`src/rtl/ssd_scan_driver_pkg.sv`:
```
// Shared types and the hex-to-segment table for the seven-segment scan driver.
// The optional dimming feature is enabled by defining SSD_DIM_EN.
package ssd_scan_pkg;

   typedef enum logic {
      BLANK = 1'b0,
      ON    = 1'b1
   } slot_phase_e;

   typedef struct packed {
      logic       en;
      logic [3:0] val;
   } digit_t;

   // Active-high {g,f,e,d,c,b,a}, indexed by nibble value 0..F.
   localparam logic [6:0] HEX_SEG [16] = '{
      7'b0111111, 7'b0000110, 7'b1011011, 7'b1001111,
      7'b1100110, 7'b1101101, 7'b1111101, 7'b0000111,
      7'b1111111, 7'b1101111, 7'b1110111, 7'b1111100,
      7'b0111001, 7'b1011110, 7'b1111001, 7'b1110001
   };

endpackage

```
`src/rtl/ssd_scan_driver_hex7seg.sv`:
```
// Combinational nibble to active-high seven-segment decoder.
module hex7seg
   import ssd_scan_pkg::*;
(
   input  logic [3:0] nibble,
   output logic [6:0] seg
);

   // Table lookup of the segment pattern.
   always_comb begin
      seg = HEX_SEG[nibble];
   end

endmodule

```
`src/rtl/ssd_scan_driver.sv`:
```
// Four-digit multiplexed seven-segment scan driver with per-frame input snapshot
// and per-slot dead time. Define SSD_DIM_EN to add the bright_i dimming input.
module ssd_scan_driver
   import ssd_scan_pkg::*;
#(
   parameter int SLOT_CYCLES  = 100000,
   parameter int BLANK_CYCLES = 1000,
   parameter int ACTIVE_LOW   = 1
) (
   input  logic       clk_i,
   input  logic       rst_i,
   input  logic       digit0_en_i,
   input  logic [3:0] digit0_i,
   input  logic       digit1_en_i,
   input  logic [3:0] digit1_i,
   input  logic       digit2_en_i,
   input  logic [3:0] digit2_i,
   input  logic       digit3_en_i,
   input  logic [3:0] digit3_i,
`ifdef SSD_DIM_EN
   input  logic [1:0] bright_i,
`endif
   output logic [3:0] anodes_o,
   output logic [6:0] segments_o,
   output logic       dp_o,
   output logic       frame_o
);

   localparam int          CW       = $clog2(SLOT_CYCLES);
   localparam logic [CW-1:0] CNT_LAST = CW'(SLOT_CYCLES - 1);
   localparam int unsigned ON_SPAN  = SLOT_CYCLES - BLANK_CYCLES;
   localparam int unsigned BLANK_U  = BLANK_CYCLES;
   localparam logic        POL      = (ACTIVE_LOW != 0) ? 1'b1 : 1'b0;

   logic [CW-1:0]   cnt_q, cnt_d;
   logic [1:0]      idx_q, idx_d;
   digit_t [3:0]    snap_q, snap_d;
   slot_phase_e     phase_q, phase_d;
   logic [1:0]      bright_q, bright_d;
   logic [3:0]      anodes_q, anodes_d;
   logic [6:0]      segments_q, segments_d;
   logic            dp_q;
   logic            frame_q, frame_d;
   digit_t          sel_d;
   logic [6:0]      seg_hi;
   int unsigned     on_len;
   int unsigned     cnt_ext;

   hex7seg u_hex7seg (
      .nibble (sel_d.val),
      .seg    (seg_hi)
   );

   // Next counters, snapshot, slot phase and output pattern for the coming cycle.
   always_comb begin
      cnt_d    = cnt_q + CW'(1);
      idx_d    = idx_q;
      snap_d   = snap_q;
      bright_d = bright_q;
      if (cnt_q == CNT_LAST) begin
         cnt_d = '0;
         idx_d = idx_q + 2'd1;
         if (idx_q == 2'd3) begin
            snap_d[0] = '{en: digit0_en_i, val: digit0_i};
            snap_d[1] = '{en: digit1_en_i, val: digit1_i};
            snap_d[2] = '{en: digit2_en_i, val: digit2_i};
            snap_d[3] = '{en: digit3_en_i, val: digit3_i};
`ifdef SSD_DIM_EN
            bright_d  = bright_i;
`endif
         end else begin
            snap_d = snap_q;
         end
      end else begin
         idx_d = idx_q;
      end

`ifdef SSD_DIM_EN
      on_len = (ON_SPAN * (32'(bright_d) + 32'd1)) >> 2;
`else
      on_len = ON_SPAN;
`endif
      cnt_ext = 32'(cnt_d);
      phase_d = ((cnt_ext >= BLANK_U) && (cnt_ext < BLANK_U + on_len)) ? ON : BLANK;

      sel_d = snap_d[idx_d];
      if ((phase_d == ON) && sel_d.en) begin
         anodes_d   = (4'b0001 << idx_d) ^ {4{POL}};
         segments_d = seg_hi ^ {7{POL}};
      end else begin
         anodes_d   = {4{POL}};
         segments_d = {7{POL}};
      end
      frame_d = (idx_d == 2'd3) && (cnt_d == CNT_LAST);
   end

   // State and output registers; outputs track the newly loaded (idx, cnt).
   always_ff @(posedge clk_i) begin
      if (rst_i) begin
         cnt_q      <= '0;
         idx_q      <= 2'd0;
         snap_q     <= '0;
         bright_q   <= 2'd3;
         phase_q    <= BLANK;
         anodes_q   <= {4{POL}};
         segments_q <= {7{POL}};
         dp_q       <= POL;
         frame_q    <= 1'b0;
      end else begin
         cnt_q      <= cnt_d;
         idx_q      <= idx_d;
         snap_q     <= snap_d;
         bright_q   <= bright_d;
         phase_q    <= phase_d;
         anodes_q   <= anodes_d;
         segments_q <= segments_d;
         dp_q       <= POL;
         frame_q    <= frame_d;
      end
   end

   assign anodes_o   = anodes_q;
   assign segments_o = segments_q;
   assign dp_o       = dp_q;
   assign frame_o    = frame_q;

endmodule

```
`config.mk`:
```
export PLATFORM = sky130hd
export DESIGN_NAME = ssd_scan_driver
export DESIGN_NICKNAME = d
export VERILOG_FILES = /design/src/rtl/ssd_scan_driver_pkg.sv /design/src/rtl/ssd_scan_driver_hex7seg.sv /design/src/rtl/ssd_scan_driver.sv
export SDC_FILE = /design/constraint.sdc
export NUM_CORES = 1
export LEC_CHECK = 0
export CORE_ASPECT_RATIO = 2
export CORE_UTILIZATION = 30
export CTS_CLUSTER_DIAMETER = 60
export CTS_CLUSTER_SIZE = 12
export DETAILED_ROUTE_END_ITERATION = 10
export MAX_ROUTING_LAYER = met4
export PLACE_DENSITY = 0.52
export REMOVE_ABC_BUFFERS = 1
export SYNTH_ARGS = -nofsm -noshare
export SYNTH_HDL_FRONTEND = slang
export SYNTH_HIERARCHICAL = 1
export SYNTH_SLANG_ARGS = --single-unit
export TNS_END_PERCENT = 100
```
`constraint.sdc`:
```
create_clock -name clk_i -period 5.58 [get_ports clk_i]
set_clock_uncertainty 0.2 [all_clocks]
set_input_delay 1.395 -clock clk_i [delete_from_list [all_inputs] [get_ports clk_i]]
set_output_delay 1.395 -clock clk_i [all_outputs]
set_load 0.005 [all_outputs]
```
==> implementation parameters, run 1 <==
Parameter                              Value

Outcome
  Run status ... complete, no violations

Clock tree
  Clock network latency to the later pin of the worst-skew pair ... 300 ps
  Buffers from clock root to sink, at most ... 2
  CTS Root Buffer Type ... sky130_fd_sc_hd__clkbuf_16
  Post-CTS resize count ... 0
  Number of buffers inserted for hold repair after clock tree synthesis ... 0
  H-tree lvl count ... 2
  Clock-pin slew reported for the worst setup and hold paths after clock tree synthesis ... 70 ps
  Clock tree from TritonCTS ... yes
  Post-CTS Setup Bufs ... 0
  TritonCTS buffer count ... 5
  Sink Count ... 51

STA
  Setup-failing EPs final ... 0
  Slew @ Worst Pin ... 1080 ps
  Number of failing hold endpoints at the final stage ... 0
  Normalized max-slew margin ... 0.278
  Max-slew violations ... 0
  Ratio of final minimum period to clock period ... 0.750
  Hold Worst Slack ... 256 ps
  Setup repair after global routing missed its margin ... no
  Total negative slack ... 0 ps
  Maximum operating frequency ... 239 MHz
  Final period demand of the worst path ... 4190 ps

Synthesis
  Gate count of the mapped netlist ... 326
  Syn Std Cell Area ... 2770 um^2
  Biggest area consumer among synthesized cells ... sky130_fd_sc_hd__dfxtp_1
  Most frequent cell after synthesis ... sky130_fd_sc_hd__nand2_1
  Top cells by area, synth ... sky130_fd_sc_hd__dfxtp_1 37%, sky130_fd_sc_hd__nand2_1 9.4%, sky130_fd_sc_hd__mux2i_1 7.6%, sky130_fd_sc_hd__a21oi_1 4.7%, sky130_fd_sc_hd__ha_1 4.1%
  Async SR Flop Fraction ... 0
  Portion of synthesized cell area occupied by the leading cell type ... 0.369
  Number of storage elements in the synthesis netlist ... 51
  Avg Cell Area, Syn ... 8.49 um^2
  Fraction of the yosys area taken by sequential cells ... 0.369
  Synth warnings ... 6
  Count of distinct cell types in the synthesized netlist ... 50
  Top cell types by occurrence after synthesis ... 69 x sky130_fd_sc_hd__nand2_1, 51 x sky130_fd_sc_hd__dfxtp_1, 26 x sky130_fd_sc_hd__a21oi_1, 25 x sky130_fd_sc_hd__nor2_1, 21 x sky130_fd_sc_hd__mux2i_1
  Post-synth EDFFs ... 0
  Top_reg_cell synth ... sky130_fd_sc_hd__dfxtp_1

Floorplanning
  Die outline area ... 9640 um^2
  Number of core rows ... 49
  Die Y-Extent ... 138 um
  Horizontal die dimension ... 69.9 um
  CORE AREA ... 8950 um^2
  Initial Utilization ... 0.309
  Total I/O pin count ... 35

Place
  Number of I/O port buffers ... 33
  Count of placed standard cells including taps ... 443
  Area post-placement ... 3130 um^2
  Total half-perimeter wirelength after legalization and detailed placement ... 5600 um
  Weighted congestion reported at the end of routability-driven placement ... 0.909

Hold path
  Hold Path Class ... register to register
  Worst hold path cell count ... 2

Critical path
  Worst Reg-to-Reg Cells ... 12
  Crit end category ... register
  Worst Path Max Fanout ... 10
  Crit path DAT ... 4220 ps
  Crit Path Class ... register to register
  Worst EP required ... 5610 ps
  Startpoint type of the worst setup path ... register

Power and ir drop
  Worst vdd ir ... 0.000205 V
  Total design power ... 0.761 mW
  Pwr dens ... 230 nW/um^2
  Static leakage power ... 1.13 nW

Routing
  Total length of routed wires ... 7210 um
  Mean routed wirelength per cell ... 16.0 um
  Vias post-DR ... 2345
  Residual DRC ... 0
  Routed via count divided by cell count ... 5.20
  Iter 0 DRT Violations ... 52
  Antenna viol nets, final ... 0
  Total iterations of the first detailed-routing run ... 4

Layout
  Non-filler cells, final ... 451
  P&R area growth vs syn ... 19.5%
  Count of inserted antenna diode cells ... 0
  Fraction of layout cells with a size suffix above 1 ... 0.0802
  Fillers ... 950
  Final-stage net count ... 379
  Finished Cell Area ... 3310 um^2

GRT
  First-pass GRT wire length ... 11800 um
  Via count of the first global-routing pass ... 2442
  Pin count of the biggest net entering global routing ... 29
  Overflow left after global routing ... 0
  Number of antenna violations at the first check in global routing ... 0
  GR Util All Layers ... 0.164

Run
  Max capacitance violation total ... 0
state kept, by name, indices dropped and copies added (netlist names):
signal      cells
frame_o         1
anodes_o        4
snap_q         20
idx_q           2
cnt_q          17
segments_o      7
power by group:
part | switching [mW] | internal (mW) | leakage, nW
Clock | 0.140 | 0.223 | 0.0868
Sequential | 0.00182 | 0.366 | 0.412
Combinational | 0.0133 | 0.0171 | 0.633
Total | 0.155 | 0.606 | 1.13
worst paths after layout:
kind,from,to,slack (ps)
max,cnt_q[6]$_SDFF_PP0_,segments_o[3]$_SDFF_PP1_,1390
min,snap_q[2]$_SDFF_PP0_,snap_q[2]$_SDFF_PP0_,260
max reg2reg,cnt_q[6]$_SDFF_PP0_,segments_o[3]$_SDFF_PP1_,1390
min reg2reg,snap_q[2]$_SDFF_PP0_,snap_q[2]$_SDFF_PP0_,260
worst max-delay path: stages, from the launching register on:
cell and delay, ps:
sky130_fd_sc_hd__dfxtp_1 420, sky130_fd_sc_hd__or4b_4 620, sky130_fd_sc_hd__nor4_4 450, sky130_fd_sc_hd__mux2i_1 500
sky130_fd_sc_hd__buf_4 280, sky130_fd_sc_hd__mux2i_1 190, sky130_fd_sc_hd__a221oi_1 110, sky130_fd_sc_hd__a31o_2 320
sky130_fd_sc_hd__inv_1 160, sky130_fd_sc_hd__ha_1 270, sky130_fd_sc_hd__inv_1 60, sky130_fd_sc_hd__mux4_1 480
sky130_fd_sc_hd__nand2_1 60
cell usage in the layout (no fill, tap or decap), types with 3 or more instances in the layout:
cell / instances
sky130_fd_sc_hd__nor4_1: 4
sky130_fd_sc_hd__mux4_2: 3
sky130_fd_sc_hd__ha_1: 9
sky130_fd_sc_hd__a21oi_1: 26
sky130_fd_sc_hd__nor2b_1: 3
sky130_fd_sc_hd__nand3b_1: 3
sky130_fd_sc_hd__a31o_2: 5
sky130_fd_sc_hd__clkdlybuf4s50_1: 33
sky130_fd_sc_hd__a221oi_1: 4
sky130_fd_sc_hd__mux2_2: 3
sky130_fd_sc_hd__nand2_1: 69
sky130_fd_sc_hd__or3_1: 4
sky130_fd_sc_hd__mux2i_1: 21
sky130_fd_sc_hd__o21ai_0: 5
sky130_fd_sc_hd__clkbuf_16: 5
sky130_fd_sc_hd__inv_1: 8
sky130_fd_sc_hd__xor2_1: 4
sky130_fd_sc_hd__xnor2_1: 12
sky130_fd_sc_hd__nand3_1: 8
sky130_fd_sc_hd__nor3_1: 6
sky130_fd_sc_hd__buf_4: 3
sky130_fd_sc_hd__nand4_1: 5
sky130_fd_sc_hd__nor2_1: 25
sky130_fd_sc_hd__dfxtp_1: 51
cell type report:
| cell class | count | area [um^2] | share of cell area |
|---|---|---|---|
| clock inverters | 2 | 35.0 | 0.0106 |
| flip-flops and latches | 51 | 1020 | 0.309 |
| clock buffers | 6 | 139 | 0.0420 |
| inverters | 8 | 30.0 | 0.00908 |
| multi-input cells | 246 | 1600 | 0.484 |
| well taps | 102 | 128 | 0.0386 |
| repair buffers | 36 | 353 | 0.107 |
per-stage QoR:
step / setup slack [ps] / util
global placement: 1540 / 0.350
detailed placement: 1440 / 0.350
CTS: 1420 / 0.369
global route: 1130 / 0.369
finish: 1390 / 0.369
floorplan: 1480 / -
cell families (layout without fill, tap and decap cells):
| group | count (synthesis) | after routing | synth area share |
|---|---|---|---|
| multiplexers | 29 | 29 | 0.127 |
| XOR/XNOR | 16 | 16 | 0.0506 |
| buffers and inverters | 29 | 52 | 0.0524 |
| AO/OA/AOI/OAI | 50 | 50 | 0.114 |
| AND/OR/NAND/NOR | 141 | 141 | 0.244 |
| other | 1 | 1 | 0.00135 |
| flip-flops | 51 | 51 | 0.369 |
| adder cells (fa/ha/maj) | 9 | 9 | 0.0407 |
per-layer routing:
metal | GRT usage | share of wire | vias to the layer above
met5 | - | 0 | -
met4 | 0.104 | 0.052 | 0
met3 | 0.0212 | 0.021 | 25
met2 | 0.318 | 0.58 | 55
met1 | 0.146 | 0.35 | 1095
li1 | - | - | 1170
No activity file was read; power rests on OpenSTA's default activity.
==> inputs of run 2 (changes only) <==
==> constraint.sdc (replaced) <==
create_clock -name clk_i -period 4.2 [get_ports clk_i]
set_clock_uncertainty 0.2 [all_clocks]
set_input_delay 1.05 -clock clk_i [delete_from_list [all_inputs] [get_ports clk_i]]
set_output_delay 1.05 -clock clk_i [all_outputs]
set_load 0.005 [all_outputs]
==> run 2 against run 1 <==
  * Count of clock-buffer cells in the layout stayed put
  * Sequential cell count stayed put
  * Clock power is 6.3% higher
  * Sequential power is 33% higher
  * Sequential share of layout area is 0.070 points lower
==> implementation parameters, run 2 (same netlist as run 1, synthesis figures left out) <==
Parameter                              Value

Layout
  Non-filler cells, final ... 456
  Number of flip-flops under the largest register name ... 20
  Leading cell type in the layout, fill and taps excluded ... sky130_fd_sc_hd__nand2_1
  Fillers ... 937
  Final-stage net count ... 386
  Fraction of layout cells with a size suffix above 1 ... 0.0904
  Final Util ... 0.370
  Count of inserted antenna diode cells ... 0
  P&R area growth vs syn ... 19.8%
  Largest register by flop count ... snap_q
  Commonest cells after routing, fill and taps aside ... 69 x sky130_fd_sc_hd__nand2_1, 51 x sky130_fd_sc_hd__dfxtp_1, 33 x sky130_fd_sc_hd__clkdlybuf4s50_1

Clock tree
  Sink Count ... 51
  Clock tree from TritonCTS ... yes
  Clock-pin slew reported for the worst setup and hold paths after clock tree synthesis ... 60 ps
  H-tree lvl count ... 2
  Number of buffers inserted for hold repair after clock tree synthesis ... 0
  Clock network latency to the later pin of the worst-skew pair ... 290 ps
  Buffers from clock root to sink, at most ... 2
  Post-CTS resize count ... 0
  Post-CTS Setup Bufs ... 0
  CTS Root Buffer Type ... sky130_fd_sc_hd__clkbuf_16
  TritonCTS buffer count ... 5

Floorplanning
  CORE AREA ... 8950 um^2
  Initial Utilization ... 0.309
  Die Y-Extent ... 138 um
  Total I/O pin count ... 35
  Number of core rows ... 49
  Horizontal die dimension ... 69.9 um
  Die outline area ... 9640 um^2

GRT
  Via count of the first global-routing pass ... 2398
  First-pass GRT wire length ... 11400 um
  GR Util All Layers ... 0.159
  Number of antenna violations at the first check in global routing ... 0
  Pin count of the biggest net entering global routing ... 30
  Overflow left after global routing ... 0

Routing
  Mean routed wirelength per cell ... 15.6 um
  Antenna viol nets, final ... 0
  Residual DRC ... 0
  Vias post-DR ... 2324
  Iter 0 DRT Violations ... 131
  Total length of routed wires ... 7130 um
  Total iterations of the first detailed-routing run ... 4
  Routed via count divided by cell count ... 5.10

Critical path
  Crit path DAT ... 3880 ps
  Crit Path Class ... register to register
  Crit end category ... register
  Worst EP required ... 4230 ps
  Worst Path Max Fanout ... 13
  Startpoint type of the worst setup path ... register

STA
  Maximum operating frequency ... 260 MHz
  Number of failing hold endpoints at the final stage ... 0
  Slew @ Worst Pin ... 1090 ps
  Max-slew violations ... 0
  Ratio of final minimum period to clock period ... 0.916
  Final period demand of the worst path ... 3850 ps
  Setup-failing EPs final ... 0
  Total negative slack ... 0 ps
  Normalized max-slew margin ... 0.270
  Setup repair after global routing missed its margin ... no

Power and ir drop
  Total design power ... 0.915 mW
  Net Switching ... 0.191 mW
  Cell-internal power ... 0.723 mW
  Part of the total power dissipated in the clock network ... 0.422
  Pwr dens ... 276 nW/um^2
  Register share of total power ... 0.534
  Switching portion of total power ... 0.209
  Static leakage power ... 1.14 nW
  Proportion of power drawn by combinational gates ... 0.044
  Worst vdd ir ... 0.000176 V

Hold path
  Hold Path Class ... register to register

Place
  Count of placed standard cells including taps ... 450
  Number of I/O port buffers ... 33
  Total half-perimeter wirelength after legalization and detailed placement ... 5560 um
  Weighted congestion reported at the end of routability-driven placement ... 0.957

Outcome
  Run status ... complete, no violations

Run
  Max capacitance violation total ... 0
## run 2: changes by cell type in the layout (fill, tap and decap cells not counted)
cell	before	now
sky130_fd_sc_hd__buf_4	3	10
sky130_fd_sc_hd__bufinv_16	1	0
sky130_fd_sc_hd__clkbuf_1	0	1
sky130_fd_sc_hd__clkbuf_8	1	0
sky130_fd_sc_hd__clkinv_2	1	0
## run 2: final timing paths
path / startpoint / end / slack (ps) / cells after the start
hold / removal: snap_q[7]$_SDFF_PP0_ / snap_q[7]$_SDFF_PP0_ / 260 / 2
setup reg to reg: cnt_q[6]$_SDFF_PP0_ / segments_o[3]$_SDFF_PP1_ / 350 / 12
hold reg to reg: snap_q[7]$_SDFF_PP0_ / snap_q[7]$_SDFF_PP0_ / 260 / 2
setup / recovery: cnt_q[6]$_SDFF_PP0_ / segments_o[3]$_SDFF_PP1_ / 350 / 12
## run 2: worst max-delay path, cell delays in order, from the launching register on
cell and delay, ps:
sky130_fd_sc_hd__dfxtp_1 420, sky130_fd_sc_hd__or4b_4 610, sky130_fd_sc_hd__nor4_4 440, sky130_fd_sc_hd__mux2i_1 230, sky130_fd_sc_hd__buf_4 230, sky130_fd_sc_hd__mux2i_1 200, sky130_fd_sc_hd__a221oi_1 110, sky130_fd_sc_hd__a31o_2 330
sky130_fd_sc_hd__inv_1 130, sky130_fd_sc_hd__ha_1 260, sky130_fd_sc_hd__inv_1 70, sky130_fd_sc_hd__mux4_1 490, sky130_fd_sc_hd__nand2_1 70
## run 2: per-stage QoR
step	worst slack, ps	cell area [um^2]	hold slack [ps]
2_1_floorplan	95.4	2650	225
3_3_place_gp	439	3190	239
3_5_place_dp	400	3190	247
4_1_cts	369	3310	256
5_1_grt	129	3310	277
6_report	352	3310	256
## run 2: routing by layer
metal | vias up | share of wire | wire [um] | track usage
met3 | 20 | 0.022 | 160 | 0.0190
met4 | 0 | 0.039 | 279 | 0.0856
met1 | 1075 | 0.34 | 2460 | 0.135
met2 | 46 | 0.59 | 4240 | 0.325
li1 | 1183 | - | - | -
met5 | - | 0 | 0 | -
## run 2: power groups by stage
stage               clock (mW)  combinational (mW)  sequential, mW
finish                   0.386              0.0402           0.488
global route             0.420              0.0438           0.488
CTS                      0.401              0.0408           0.488
detailed placement           0              0.0408           0.499
global placement             0              0.0406           0.499
floorplan                    0             0.00950           0.499
## run 2: final cells by class
cell class / count / area, um^2 / share of cell area
multi-input combinational: 246 / 1600 / 0.483
sequential: 51 / 1020 / 0.308
timing repair buffer: 43 / 405 / 0.122
clock buffer: 6 / 129 / 0.0389
tap: 102 / 128 / 0.0385
inverter: 8 / 30.0 / 0.00906
